[config.mk]
export PLATFORM = sky130hd
export DESIGN_NAME = pipelined_adder_nbit
export DESIGN_NICKNAME = d
export VERILOG_FILES = /design/src/rtl/pipelined_adder_nbit.sv
export SDC_FILE = /design/constraint.sdc
export NUM_CORES = 1
export LEC_CHECK = 0
export CELL_PAD_IN_SITES_DETAIL_PLACEMENT = 1
export CELL_PAD_IN_SITES_GLOBAL_PLACEMENT = 1
export CORE_MARGIN = 2
export CORE_UTILIZATION = 25
export CTS_BUF_LIST = sky130_fd_sc_hd__clkbuf_16
export DETAILED_ROUTE_END_ITERATION = 16
export PLACE_DENSITY = 0.59
export RECOVER_POWER = 50
export SETUP_SLACK_MARGIN = 0.05
export SLEW_MARGIN = 20
export SYNTH_ARGS = -nofsm -noshare
export SYNTH_HDL_FRONTEND = slang
export SYNTH_SLANG_ARGS = --single-unit
[constraint.sdc]
create_clock -name clk -period 1.95 [get_ports clk]
set_input_delay 0.39 -clock clk [delete_from_list [all_inputs] [get_ports clk]]
set_output_delay 0.39 -clock clk [all_outputs]
set_load 0.02 [all_outputs]
[src/rtl/pipelined_adder_nbit.sv]
`default_nettype none
// ============================================================================
// Module   : pipelined_adder_nbit
// Brief    : WIDTH-bit ripple-carry adder pipelined in CHUNK-bit stages with a
//            valid/ready handshake, carry-out and signed-overflow flag.
// Revision : 1.0 - initial release
// ============================================================================
module pipelined_adder_nbit #(
    parameter int WIDTH = 8,
    parameter int CHUNK = 4
) (
    input  logic             clk,
    input  logic             rst_n,
    input  logic             in_valid,
    output logic             in_ready,
    input  logic [WIDTH-1:0] A,
    input  logic [WIDTH-1:0] B,
    input  logic             Cin,
    output logic             out_valid,
    input  logic             out_ready,
    output logic [WIDTH-1:0] S,
    output logic             Cout,
    output logic             Ovf
);

    localparam int STAGES = WIDTH / CHUNK;

    if ((WIDTH < 1) || (CHUNK < 1) || ((WIDTH % CHUNK) != 0)) begin : g_bad_params
        $error("pipelined_adder_nbit: WIDTH must be >= 1 and a multiple of CHUNK");
    end

    // Inputs seen by each stage: index 0 is the port side, index k is stage k-1's register.
    logic             w_in_valid [STAGES];
    logic [WIDTH-1:0] w_in_a     [STAGES];
    logic [WIDTH-1:0] w_in_b     [STAGES];
    logic [WIDTH-1:0] w_in_sum   [STAGES];
    logic             w_in_c     [STAGES];
    logic             w_adv;

    // The whole pipe moves as one; no in_valid term keeps in_ready free of input paths.
    assign w_adv    = !out_valid || out_ready;
    assign in_ready = w_adv;

    assign w_in_valid[0] = in_valid;
    assign w_in_a[0]     = A;
    assign w_in_b[0]     = B;
    assign w_in_sum[0]   = '0;
    assign w_in_c[0]     = Cin;

    for (genvar k = 0; k < STAGES; k++) begin : g_stage
        logic [CHUNK:0]   w_chunk;
        logic [WIDTH-1:0] w_nsum;

        assign w_chunk = {1'b0, w_in_a[k][k*CHUNK +: CHUNK]}
                       + {1'b0, w_in_b[k][k*CHUNK +: CHUNK]}
                       + {{CHUNK{1'b0}}, w_in_c[k]};

        always_comb begin
            w_nsum = w_in_sum[k];
            w_nsum[k*CHUNK +: CHUNK] = w_chunk[CHUNK-1:0];
        end

        if (k < STAGES - 1) begin : g_mid
            logic             r_valid;
            logic [WIDTH-1:0] r_a;
            logic [WIDTH-1:0] r_b;
            logic [WIDTH-1:0] r_sum;
            logic             r_carry;

            // Data only loads with a valid slot so bubbles never disturb stored values.
            always_ff @(posedge clk or negedge rst_n) begin
                if (!rst_n) begin
                    r_valid <= 1'b0;
                    r_a     <= '0;
                    r_b     <= '0;
                    r_sum   <= '0;
                    r_carry <= 1'b0;
                end else if (w_adv) begin
                    r_valid <= w_in_valid[k];
                    if (w_in_valid[k]) begin
                        r_a     <= w_in_a[k];
                        r_b     <= w_in_b[k];
                        r_sum   <= w_nsum;
                        r_carry <= w_chunk[CHUNK];
                    end
                end
            end

            assign w_in_valid[k+1] = r_valid;
            assign w_in_a[k+1]     = r_a;
            assign w_in_b[k+1]     = r_b;
            assign w_in_sum[k+1]   = r_sum;
            assign w_in_c[k+1]     = r_carry;
        end else begin : g_last
            logic             r_out_valid;
            logic [WIDTH-1:0] r_s;
            logic             r_cout;
            logic             r_ovf;

            always_ff @(posedge clk or negedge rst_n) begin
                if (!rst_n) begin
                    r_out_valid <= 1'b0;
                    r_s         <= '0;
                    r_cout      <= 1'b0;
                    r_ovf       <= 1'b0;
                end else if (w_adv) begin
                    r_out_valid <= w_in_valid[k];
                    if (w_in_valid[k]) begin
                        r_s    <= w_nsum;
                        r_cout <= w_chunk[CHUNK];
                        r_ovf  <= (w_in_a[k][WIDTH-1] == w_in_b[k][WIDTH-1])
                               && (w_nsum[WIDTH-1] != w_in_a[k][WIDTH-1]);
                    end
                end
            end

            assign out_valid = r_out_valid;
            assign S         = r_s;
            assign Cout      = r_cout;
            assign Ovf       = r_ovf;
        end
    end

endmodule
`default_nettype wire
==> impl_metrics.yaml <==
floorplan:
  start_util_pct: 25.68
  ios: 33
  die_x_um: 75.97
  rows: 26
  die_h_um: 75.97
  coreArea_um2: 5042
  die_area_um2: 5771
worst_setup_path:
  worstPathArrival_ps: 1380
  worstSetupStartpointType: "input pin"
  cp-end-kind: "primary output"
  critPathKind: "in2out"
  path_max_fanout: 2
  cp.required_ps: 1560
pwr:
  power.density_nw_per_um2: 1128
  ir_worst_vdd_mv: 0.3940
  fin_total_pwr_mw: 2.006
  p_leak_nw: 0.7859
timing:
  maxSlewViolCount: 0
  fin_crit_sh_pct: 90.53
  hold_violations: 0
  period_needed_ps: 1765
  rsz0062_at_grt: "no"
  max_freq_ghz: 0.5665
  setup_violations: 0
  fin_skew_ps: 3.349
  relSlewSlack_pct: 59.01
  tightest_slew_ps: 614.8
clock_network:
  clockBufferDepth: 2
  post_cts_buffers: 0
  cts_hold_buf: 0
  clock_latency_ps: 260
  h-tree-depth: 1
  cts_tree: "done"
  path_clk_slew_ps: 60
  cts_resized: 1
  clkSinkCount: 25
  cts_buffers: 3
  cts-root-buf: "clkbuf_16"
cells_and_area:
  fin_nets: 172
  diodes: 0
  area_delta_synth_final_pct: 37.30
  post-route-cell-area_um2: 1778
  final_core_util_pct: 35.26
  drive_above_1_share_pct: 17.86
  mostFrequentLayoutCells: "28 x clkdlybuf4s50_1, 25 x dfrtp_1, 14 x o21ai_0"
  layout_commonest_cell: "clkdlybuf4s50_1"
routing:
  wire_per_inst_um: 13.70
  dr.pass1.iters: 4
  wl_mm: 2.878
  route.detailed.drc: 0
  antenna_left: 0
  vias: 911
  vias_per_cell: 4.338
  first_iter_violations: 36
run:
  drv_cap: 0
logic_synthesis:
  synth.cell_area_um2: 1295
  syn_nets: 133
  seq_area_frac_synth_pct: 48.31
  syn_inst: 102
  synth.avg_cell_area_um2: 12.70
  yosysWarnings: 0
  synth-seq-cells: 25
  synth_cell_type_count: 24
min_path:
  min_path_type: "reg2reg"
global_routing:
  grt_pass1_vias: 989
  grt_pass1_wl_mm: 4.933
  grt_max_degree: 26
  antenna_found_initial: 0
  grtUsageTotal_pct: 10.73
  overflow: 0
placement:
  dp_hpwl_mm: 2.214
  placed_area_um2: 1710
  place.gp.congestion: 0.7496
  portBuffers: 32
status:
  status: "completed"
==> where the power goes <==
part           switching, mW  internal [mW]  total [mW]
Clock                  0.180          0.274       0.454
Sequential            0.0924          0.673       0.766
Combinational          0.380          0.407       0.786
==> state kept, by name, summed over array words and instances (netlist names) <==
register and flops:
S 8, g_stage.g_mid.r_a 4, g_stage.g_mid.r_b 4, g_stage.g_mid.r_sum 4, Cout 1, Ovf 1
g_stage.g_mid.r_carry 1, g_stage.g_mid.r_valid 1, out_valid 1
==> path summary, 6_finish.rpt <==
kind,start,to,slack [ps],depth (start not counted)
setup / recovery,out_ready,in_ready,180,4
max in group asynchronous,rst_n,S[5]$_DFFE_PN0P_,880,2
min in group asynchronous,rst_n,g_stage[0].g_mid.r_a[4]$_DFFE_PN0P_,670,2
hold / removal,S[5]$_DFFE_PN0P_,S[5]$_DFFE_PN0P_,500,2
hold reg to reg,S[5]$_DFFE_PN0P_,S[5]$_DFFE_PN0P_,500,2
setup reg to reg,g_stage[0].g_mid.r_a[4]$_DFFE_PN0P_,Ovf$_DFFE_PN0P_,310,4
==> cell type report <==
cell class	instances	area [um^2]
timing repair buffer	36	346.6
fill	563	3264
sequential	25	625.6
inverter	9	41.29
clock inverter	1	3.754
multi-input combinational	66	598.1
tap	70	87.58
clock buffer	3	75.07
==> synth_stat cells <==
master	n	area share (%)
ha_1	6	5.8
o21ai_0	14	5.4
mux2_4	6	7.0
fa_1	4	6.2
nor2b_1	2	0.97
a211oi_1	2	1.2
dfrtp_1	25	48
mux2_2	8	7.0
a21boi_0	3	1.7
inv_8	1	0.87
o41ai_2	1	1.3
nor2b_4	1	1.1
nand2_4	1	0.87
o31ai_1	2	1.2
a21o_1	1	0.58
nand2_2	1	0.48
buf_6	2	1.7
nand3_1	2	0.77
nor3_1	2	0.77
and3b_1	1	0.68
a21oi_1	6	2.3
xor2_1	2	1.4
inv_1	8	2.3
nand2_1	1	0.29
==> metal layers <==
| layer | track usage [%] | routed length (um) | vias up | share of wire [%] |
|---|---|---|---|---|
| met4 | 3.818 | 44 | 0 | 1.5 |
| li1 | - | - | 440 | - |
| met3 | 2.370 | 115 | 4 | 4.0 |
| met2 | 17.77 | 1415 | 19 | 49 |
| met1 | 13.87 | 1304 | 448 | 45 |
| met5 | 0 | 0 | - | 0 |
==> metrics by stage <==
stage                     worst slack, ps  hold WS (ps)  std cells  TNS, ps
after floorplan                     441.0         94.41        102        0
after global placement             -54.58         485.5        206   -76.17
after detailed placement           -42.51         499.0        206   -105.4
after CTS                           175.4         502.2        210        0
after global routing                110.7         539.8        210        0
final                               184.7         503.2        210        0
==> worst max-delay path, stage by stage <==
cell             delay (ps)
clkdlybuf4s50_1         440
nor2b_4                 190
inv_8                    40
dlygate4sd2_1           310
==> cells by family after synthesis <==
| group | after synthesis | synth area share (%) |
|---|---|---|
| muxes | 14 | 13.91 |
| xor gates and xnor gates | 2 | 1.353 |
| DFF | 25 | 48.31 |
| AOI/OAI and AO/OA | 29 | 13.62 |
| buffers and inverters | 11 | 4.927 |
| adders and majority gates | 10 | 11.98 |
| and+or+nand+nor | 11 | 5.893 |
Note: power is estimated with default switching activity, not from simulation.
